$ cat config.mk
export PLATFORM = sky130hd
export DESIGN_NAME = sobel_edge_3x3
export DESIGN_NICKNAME = d
export VERILOG_FILES = /design/src/rtl/sobel_pkg.sv /design/src/rtl/sobel_pos_ctrl.sv /design/src/rtl/sobel_edge_3x3.sv
export SDC_FILE = /design/constraint.sdc
export NUM_CORES = 1
export LEC_CHECK = 0
export CAP_MARGIN = 0
export CORE_UTILIZATION = 60
export DETAILED_ROUTE_END_ITERATION = 6
export PLACE_DENSITY = 0.85
export SLEW_MARGIN = 20
export SYNTH_ARGS = -nofsm -noshare
export SYNTH_HDL_FRONTEND = slang
export SYNTH_HIERARCHICAL = 1
export SYNTH_SLANG_ARGS = --single-unit
export TNS_END_PERCENT = 20
$ cat constraint.sdc
create_clock -name video_clk -period 5.6 [get_ports video_clk]
set_clock_uncertainty 0.15 [all_clocks]
set_input_delay 1.12 -clock video_clk [delete_from_list [all_inputs] [get_ports video_clk]]
set_output_delay 1.12 -clock video_clk [all_outputs]
set_load 0.03 [all_outputs]
$ cat src/rtl/sobel_pkg.sv
// sobel_pkg: shared widths and constants for the 3x3 Sobel edge block.
//   PIX_W    - video pixel width
//   SUM_W    - width of one weighted partial sum (max 4*255 = 1020)
//   MAG_W    - width of |Gx| + |Gy| (max 2040)
//   CNT_W    - width of the column/row position counters
//   PIPE_LAT - window-in to pixel-out latency in clocks
//   SAT_VAL  - saturation / binary-high pixel value
package sobel_pkg;

    localparam int PIX_W    = 8;
    localparam int SUM_W    = 10;
    localparam int MAG_W    = 11;
    localparam int CNT_W    = 11;
    localparam int PIPE_LAT = 3;

    localparam logic [PIX_W-1:0] SAT_VAL = 8'd255;

    // a + 2*b + c on one kernel row/column, zero-extended (no signed math).
    function automatic logic [SUM_W-1:0] wsum(input logic [PIX_W-1:0] a,
                                              input logic [PIX_W-1:0] b,
                                              input logic [PIX_W-1:0] c);
        return SUM_W'(a) + (SUM_W'(b) << 1) + SUM_W'(c);
    endfunction

    // Magnitude of a difference of two unsigned sums: larger minus smaller.
    function automatic logic [SUM_W-1:0] abs_diff(input logic [SUM_W-1:0] a,
                                                  input logic [SUM_W-1:0] b);
        return (a >= b) ? (a - b) : (b - a);
    endfunction

endpackage

$ cat src/rtl/sobel_pos_ctrl.sv
// sobel_pos_ctrl: tracks the column/row of the current window centre and
// flags windows that sit on the image border.
// Ports:
//   video_clk  in   pixel clock
//   rst        in   asynchronous active-high reset
//   matrix_de  in   window valid
//   matrix_vs  in   frame sync; rising edge restarts position at (0,0)
//   border     out  current window centre is in row/col 0 or the last row/col
module sobel_pos_ctrl
    import sobel_pkg::*;
#(
    parameter int IMG_WIDTH  = 1920,
    parameter int IMG_HEIGHT = 1080
) (
    input  logic video_clk,
    input  logic rst,
    input  logic matrix_de,
    input  logic matrix_vs,
    output logic border
);

    localparam logic [CNT_W-1:0] COL_LAST = CNT_W'(IMG_WIDTH - 1);
    localparam logic [CNT_W-1:0] ROW_LAST = CNT_W'(IMG_HEIGHT - 1);

    logic [CNT_W-1:0] col_cnt;
    logic [CNT_W-1:0] row_cnt;
    logic             vs_d;
    logic             vs_rise;

    assign vs_rise = matrix_vs & ~vs_d;

    // The pixel presented in a cycle uses the counter values before that
    // cycle's update; a vs rising edge wins over any increment.
    always_ff @(posedge video_clk or posedge rst) begin
        if (rst) begin
            col_cnt <= '0;
            row_cnt <= '0;
            vs_d    <= 1'b0;
        end else begin
            vs_d <= matrix_vs;
            if (vs_rise) begin
                col_cnt <= '0;
                row_cnt <= '0;
            end else if (matrix_de) begin
                if (col_cnt == COL_LAST) begin
                    col_cnt <= '0;
                    row_cnt <= (row_cnt == ROW_LAST) ? '0 : row_cnt + 1'b1;
                end else begin
                    col_cnt <= col_cnt + 1'b1;
                end
            end
        end
    end

    assign border = (col_cnt == '0) || (col_cnt == COL_LAST) ||
                    (row_cnt == '0) || (row_cnt == ROW_LAST);

endmodule

$ cat src/rtl/sobel_edge_3x3.sv
// sobel_edge_3x3: reduces each 3x3 window to a Sobel gradient magnitude
// (saturated to 8 bits) or a thresholded binary edge, with DE/VS realigned.
// Ports:
//   video_clk            in   pixel clock
//   rst                  in   asynchronous active-high reset
//   matrix_de/matrix_vs  in   window valid / frame sync
//   matrix11..matrix33   in   window pixels (row 1 oldest, column 3 newest)
//   thresh               in   binary threshold, used in the output stage
//   bin_mode             in   1: binary 0/255 output, 0: saturated magnitude
//   edge_de/edge_vs      out  matrix_de/matrix_vs delayed by PIPE_LAT
//   edge_data            out  output pixel, 0 whenever edge_de is 0
// Stream semantics: no backpressure. A window is transferred on every clock
// where matrix_de is 1; exactly PIPE_LAT clocks later edge_de is 1 with its
// result. Gaps in matrix_de pass through as gaps in edge_de.
module sobel_edge_3x3
    import sobel_pkg::*;
#(
    parameter int IMG_WIDTH  = 1920,
    parameter int IMG_HEIGHT = 1080
) (
    input  logic             video_clk,
    input  logic             rst,
    input  logic             matrix_de,
    input  logic             matrix_vs,
    input  logic [PIX_W-1:0] matrix11,
    input  logic [PIX_W-1:0] matrix12,
    input  logic [PIX_W-1:0] matrix13,
    input  logic [PIX_W-1:0] matrix21,
    input  logic [PIX_W-1:0] matrix22,
    input  logic [PIX_W-1:0] matrix23,
    input  logic [PIX_W-1:0] matrix31,
    input  logic [PIX_W-1:0] matrix32,
    input  logic [PIX_W-1:0] matrix33,
    input  logic [PIX_W-1:0] thresh,
    input  logic             bin_mode,
    output logic             edge_de,
    output logic             edge_vs,
    output logic [PIX_W-1:0] edge_data
);

    logic                border_now;
    logic [SUM_W-1:0]    gx_p, gx_n, gy_p, gy_n;
    logic [SUM_W-1:0]    abs_gx, abs_gy;
    logic                bd_s1, bd_s2;
    logic [PIPE_LAT-1:0] de_sr, vs_sr;
    logic [MAG_W-1:0]    mag;
    logic [PIX_W-1:0]    sat;
    logic [PIX_W-1:0]    pix;

    // The Sobel kernel has a zero centre weight.
    logic unused_ok;
    assign unused_ok = &{1'b0, matrix22};

    sobel_pos_ctrl #(
        .IMG_WIDTH (IMG_WIDTH),
        .IMG_HEIGHT(IMG_HEIGHT)
    ) u_pos (
        .video_clk(video_clk),
        .rst      (rst),
        .matrix_de(matrix_de),
        .matrix_vs(matrix_vs),
        .border   (border_now)
    );

    // Stage 1: positive/negative partial sums and the border flag.
    always_ff @(posedge video_clk or posedge rst) begin
        if (rst) begin
            gx_p  <= '0;
            gx_n  <= '0;
            gy_p  <= '0;
            gy_n  <= '0;
            bd_s1 <= 1'b0;
        end else begin
            gx_p  <= wsum(matrix13, matrix23, matrix33);
            gx_n  <= wsum(matrix11, matrix21, matrix31);
            gy_p  <= wsum(matrix31, matrix32, matrix33);
            gy_n  <= wsum(matrix11, matrix12, matrix13);
            bd_s1 <= border_now;
        end
    end

    // Stage 2: gradient magnitudes.
    always_ff @(posedge video_clk or posedge rst) begin
        if (rst) begin
            abs_gx <= '0;
            abs_gy <= '0;
            bd_s2  <= 1'b0;
        end else begin
            abs_gx <= abs_diff(gx_p, gx_n);
            abs_gy <= abs_diff(gy_p, gy_n);
            bd_s2  <= bd_s1;
        end
    end

    // Stage 3 combinational: sum, saturate, optional threshold.
    always_comb begin
        mag = MAG_W'(abs_gx) + MAG_W'(abs_gy);
        sat = (mag > MAG_W'(SAT_VAL)) ? SAT_VAL : mag[PIX_W-1:0];
        pix = sat;
        if (bin_mode) begin
            pix = (sat >= thresh) ? SAT_VAL : '0;
        end
    end

    // Stage 3 register plus DE/VS delay lines; de_sr[PIPE_LAT-2] is the
    // valid bit travelling with the stage-2 data.
    always_ff @(posedge video_clk or posedge rst) begin
        if (rst) begin
            de_sr     <= '0;
            vs_sr     <= '0;
            edge_data <= '0;
        end else begin
            de_sr     <= {de_sr[PIPE_LAT-2:0], matrix_de};
            vs_sr     <= {vs_sr[PIPE_LAT-2:0], matrix_vs};
            edge_data <= (de_sr[PIPE_LAT-2] && !bd_s2) ? pix : '0;
        end
    end

    assign edge_de = de_sr[PIPE_LAT-1];
    assign edge_vs = vs_sr[PIPE_LAT-1];

endmodule

==> summary by stage <==
Setup path
At the worst endpoint, the required time is 5.67 ns. Setup slack on the worst reg-to-reg path comes out at between 1.5 and 2 ns. Along the worst path, the maximum fanout reaches 8.

The slowest stage of the critical path is the sky130_fd_sc_hd__o32ai_1 cell. The largest stage delay on the critical path is 0.47 ns. The number of buffer and inverter stages on the critical path is 1. The number of cells on the critical path is 15. The critical path endpoint category is a register. The cell type group with the largest total delay on the critical path is compound AO/OA/AOI/OAI gates. The startpoint of the most critical setup path is abs_gy[0].

The end of the critical path is edge_data[2]. The worst setup path is launched from a register. By startpoint and endpoint, the worst setup path is classified as reg -> reg. The arrival time at the worst endpoint is 4.00 ns.

In this run the critical register-to-register path is captured at edge_data[2]. The worst register-to-register path has a depth of 15. The signal on the critical path passes through ha_1 > inv_1 > fa_1 > and2b_1 > o2111ai_2 > and3_1 > o32ai_1 > nor2_1 > ha_1 > nand2b_1 > a21o_1 > a21o_1 > a211oi_1 > o211a_1 > nor3_1. The worst reg2reg path startpoint is abs_gy[0].

Floorplan
The number of primary I/O pins is 95. The area of the placeable core is roughly 12000 µm². Once the floorplan was initialized, standard cells occupied 61.7% of the core. In this run the vertical extent of the chip is 113 µm. The number of rows created at floorplan is 40. In this run the horizontal extent of the chip is 113 µm. The die area is approximately 13000 µm².

Global route
The number of antenna violations at the first check in global routing is 0. The pin count of the biggest net entering global routing is 42. The via count of the first global-routing pass is 5873.

The global-route wire length before repair is 27.2 mm. The total global routing overflow is 0. The total global routing track utilization is 27.2%.

Detailed routing
The count of antenna-violating nets left after detailed routing is 0. The first routing iteration left 334 violations. Using the TritonRoute via totals, the vias-per-cell ratio works out to 5.73. For this run, the detailed router's first-pass iteration total came to 5.

The remaining routing DRC violations is 0. After detailed routing, the average wire length per cell comes to 16.4 µm. Wires add up to around 16 mm.

The routed layout has 5691 vias.

Clock tree
Once the clock tree was built, the resizer swapped 0 gates to a different size. The insertion delay of the later-clocked pin in the worst-skew pair is 0.35 ns. The number of buffers created by CTS is 9. The clock tree root buffer cell is sky130_fd_sc_hd__clkbuf_16. The CTS H-tree depth is 3. Clock-pin slew was measured on the worst setup and hold paths at 0.07 ns. Clock tree synthesis found a total of 99 sinks. The buffer depth of the longest clock path is 2. The number of setup buffers added after CTS is 0. The count of hold buffers inserted by post-cts repair is 0. TritonCTS built the clock tree.

Min path
The worst min-delay path class is reg -> reg.

Finish
The post-route cell area is 8800 µm². The post-layout utilization of the core is 73.0%. The final layout net count is 1038. Relative to the synthesized area, the layout overhead comes to 18.2%. The ratio of cells with drive above 1 in the final layout is around 3.0%. The count of placed standard cells in the final layout, fillers left out is 993. The library cells used most frequently in the layout, excluding fill and tap cells, are 99 x sky130_fd_sc_hd__dfrtp_1, 96 x sky130_fd_sc_hd__ha_1, 86 x sky130_fd_sc_hd__clkdlybuf4s50_1. Leaving out fill and tap cells, the most frequent cell in the layout is sky130_fd_sc_hd__dfrtp_1. The count of antenna diodes in the layout is 0.

Pwr
Power spread over the standard cell area amounts to about 480 nW/µm². The overall power after layout is 4.19 mW. The net switching share of the total power is between 40% and 50%.

The part of the total power dissipated in sequential elements is 24.3%. Per report_power, the clock group accounts for between 15 and 20% of the total. VDD sags by at most 0.276 mV. The static leakage is between 4 and 5 nW.

The cell internal power dissipation is 2.44 mW. Of the total power, combinational logic draws 57.7%. The switching power summed over all nets is 1.75 mW.

Placement
The number of buffers inserted by port buffering is 86. The routability-driven placement congestion ratio is approximately 0.9. Timing analysis after detailed placement gives a worst setup slack of between 1.5 and 2 ns. Once placement completed, the tool counted placed cells totaling 977. In this run the cell area measured after placement is 8430 µm². The post-DP HPWL is 13.0 mm.

Timing
For this run, the top clock speed supported by timing is roughly 250 MHz. The setup-violating endpoint count in the final report is 0. Setup repair after global routing left no endpoint under its margin. The max-slew violation count is 0. The worst path meets setup with 1.67 ns of slack. The normalized max-slew margin is 39.6%. The hold slack is 0.202 ns. The worst-margin pin slew is 0.904 ns. The final hold violation count came to 0.

The share of the clock period used by the worst path is 70.2%. The total negative slack is 0 ns. For the finished layout, the period the worst path requires is 3.93 ns.

Yosys
The number of flops mapped to enable cells by yosys is 0. The mean post-synth cell area is 10.1 µm². When the netlist entered floorplanning its net count stood at 956. The synthesis-stage register bit count is between 90 and 100. The fraction of registers with async set/reset is 100%.

For this run, the number of Yosys warnings is 6. The synthesized netlist occupies a cell area of 7450 µm². The sequential cell area fraction in the yosys report is about 33%. The dominant register cell in the synthesized netlist is sky130_fd_sc_hd__dfrtp_1.

The distinct cell type count of the synthesized netlist is just under 60. Synthesis handed over a netlist of 738 instances.

Status
The run finished with clean final reports.

Run
The total of max-cap violations is 0.
power groups by stage:
| stage | sequential (mW) | clock, mW | combinational (mW) |
|---|---|---|---|
| floorplan | 0.994 | 0 | 1.88 |
| global placement | 1.02 | 0 | 2.25 |
| detailed placement | 1.03 | 0 | 2.37 |
| CTS | 1.02 | 0.761 | 2.39 |
| global route | 1.03 | 0.797 | 2.68 |
| finish | 1.02 | 0.754 | 2.42 |
layout make-up:
| type | instances | area (µm²) |
|---|---|---|
| Clock inverter | 6 | 138 |
| Sequential cell | 99 | 2480 |
| Timing Repair Buffer | 87 | 868 |
| Clock buffer | 10 | 229 |
| Multi-Input combinational cell | 544 | 4580 |
| Inverter | 79 | 297 |
| Fill cell | 818 | 3260 |
| Tap cell | 168 | 210 |
routing by layer:
| metal | GRT usage [%] | wire length, µm | vias up |
|---|---|---|---|
| met4 | 11.2 | 471 | 0 |
| met5 | 0 | 0 | - |
| met3 | 4.09 | 686 | 40 |
| met2 | 48.5 | 8200 | 175 |
| li1 | - | - | 2737 |
| met1 | 33.0 | 6930 | 2739 |
cell usage after synthesis, types with 4 or more instances:
cell                        n  area share, %
sky130_fd_sc_hd__dfrtp_1   99             33
sky130_fd_sc_hd__ha_1      96             16
sky130_fd_sc_hd__inv_1     79            4.0
sky130_fd_sc_hd__a21oi_1   43            2.9
sky130_fd_sc_hd__nor2_1    38            1.9
sky130_fd_sc_hd__fa_1      37            9.9
sky130_fd_sc_hd__nand2_1   37            1.9
sky130_fd_sc_hd__o21ai_0   28            1.9
sky130_fd_sc_hd__xnor2_1   27            3.2
sky130_fd_sc_hd__xor2_1    25            2.9
sky130_fd_sc_hd__nor3_1    21            1.4
sky130_fd_sc_hd__a21o_1    20            2.0
sky130_fd_sc_hd__mux2i_1   20            2.7
sky130_fd_sc_hd__and3_1    17            1.4
sky130_fd_sc_hd__nand3_1   13           0.87
sky130_fd_sc_hd__nor2b_1   12            1.0
sky130_fd_sc_hd__nand2b_1  10           0.84
sky130_fd_sc_hd__buf_2      8           0.54
sky130_fd_sc_hd__o21ai_1    8           0.54
sky130_fd_sc_hd__a211oi_1   7           0.71
sky130_fd_sc_hd__a32oi_1    6           0.71
sky130_fd_sc_hd__o31ai_1    6           0.60
sky130_fd_sc_hd__and2_1     5           0.42
sky130_fd_sc_hd__nand4_1    5           0.42
sky130_fd_sc_hd__o211ai_1   5           0.50
sky130_fd_sc_hd__o21a_1     5           0.50
sky130_fd_sc_hd__o41ai_1    5           0.59
sky130_fd_sc_hd__a311oi_1   4           0.47
sky130_fd_sc_hd__nor4_1     4           0.34
flip-flops by register name (all words and copies together) (netlist names):
name / flops
gx_n: 10
edge_data: 8
u_pos/col_cnt: 11
abs_gx: 10
bd_s2: 1
gx_p: 10
gy_p: 10
u_pos/row_cnt: 11
gy_n: 10
bd_s1: 1
vs_sr: 3
de_sr: 3
u_pos/vs_d: 1
abs_gy: 10
logic make-up (layout without fill, tap and decap cells):
kind of cell / Yosys count / count (layout) / share of synthesized area [%]
XOR/XNOR: 52 / 52 / 6.12
buffers and inverters: 95 / 182 / 5.19
multiplexers: 20 / 20 / 2.69
AND/OR/NAND/NOR: 179 / 179 / 12.6
adder cells (fa/ha/maj): 133 / 133 / 26.1
AO/OA/AOI/OAI: 160 / 160 / 14.1
flip-flops: 99 / 99 / 33.3
worst min path at each step:
stage	start	end	slack, ns	cells past startpoint
6_report	de_sr[0]	de_sr[1]	0.20	0
5_1_grt	vs_sr[0]	vs_sr[1]	0.21	0
4_1_cts	de_sr[0]	de_sr[1]	0.21	0
3_5_place_dp	bd_s1	bd_s2	0.19	0
3_3_place_gp	vs_sr[0]	vs_sr[1]	0.18	0
2_1_floorplan	bd_s1	bd_s2	0.18	0
worst reg2reg max path, cell delays in order, from the launching register on:
cell                        delay [ns]
sky130_fd_sc_hd__dfrtp_1          0.33
sky130_fd_sc_hd__ha_1             0.16
sky130_fd_sc_hd__inv_1            0.06
sky130_fd_sc_hd__fa_1             0.40
sky130_fd_sc_hd__and2b_1          0.25
sky130_fd_sc_hd__o2111ai_2        0.15
sky130_fd_sc_hd__and3_1           0.21
sky130_fd_sc_hd__o32ai_1          0.47
sky130_fd_sc_hd__nor2_1           0.12
sky130_fd_sc_hd__ha_1             0.28
sky130_fd_sc_hd__nand2b_1         0.15
sky130_fd_sc_hd__a21o_1           0.18
sky130_fd_sc_hd__a21o_1           0.17
sky130_fd_sc_hd__a211oi_1         0.26
sky130_fd_sc_hd__o211a_1          0.35
sky130_fd_sc_hd__nor3_1           0.11
Note: power is estimated with default switching activity, not from simulation.
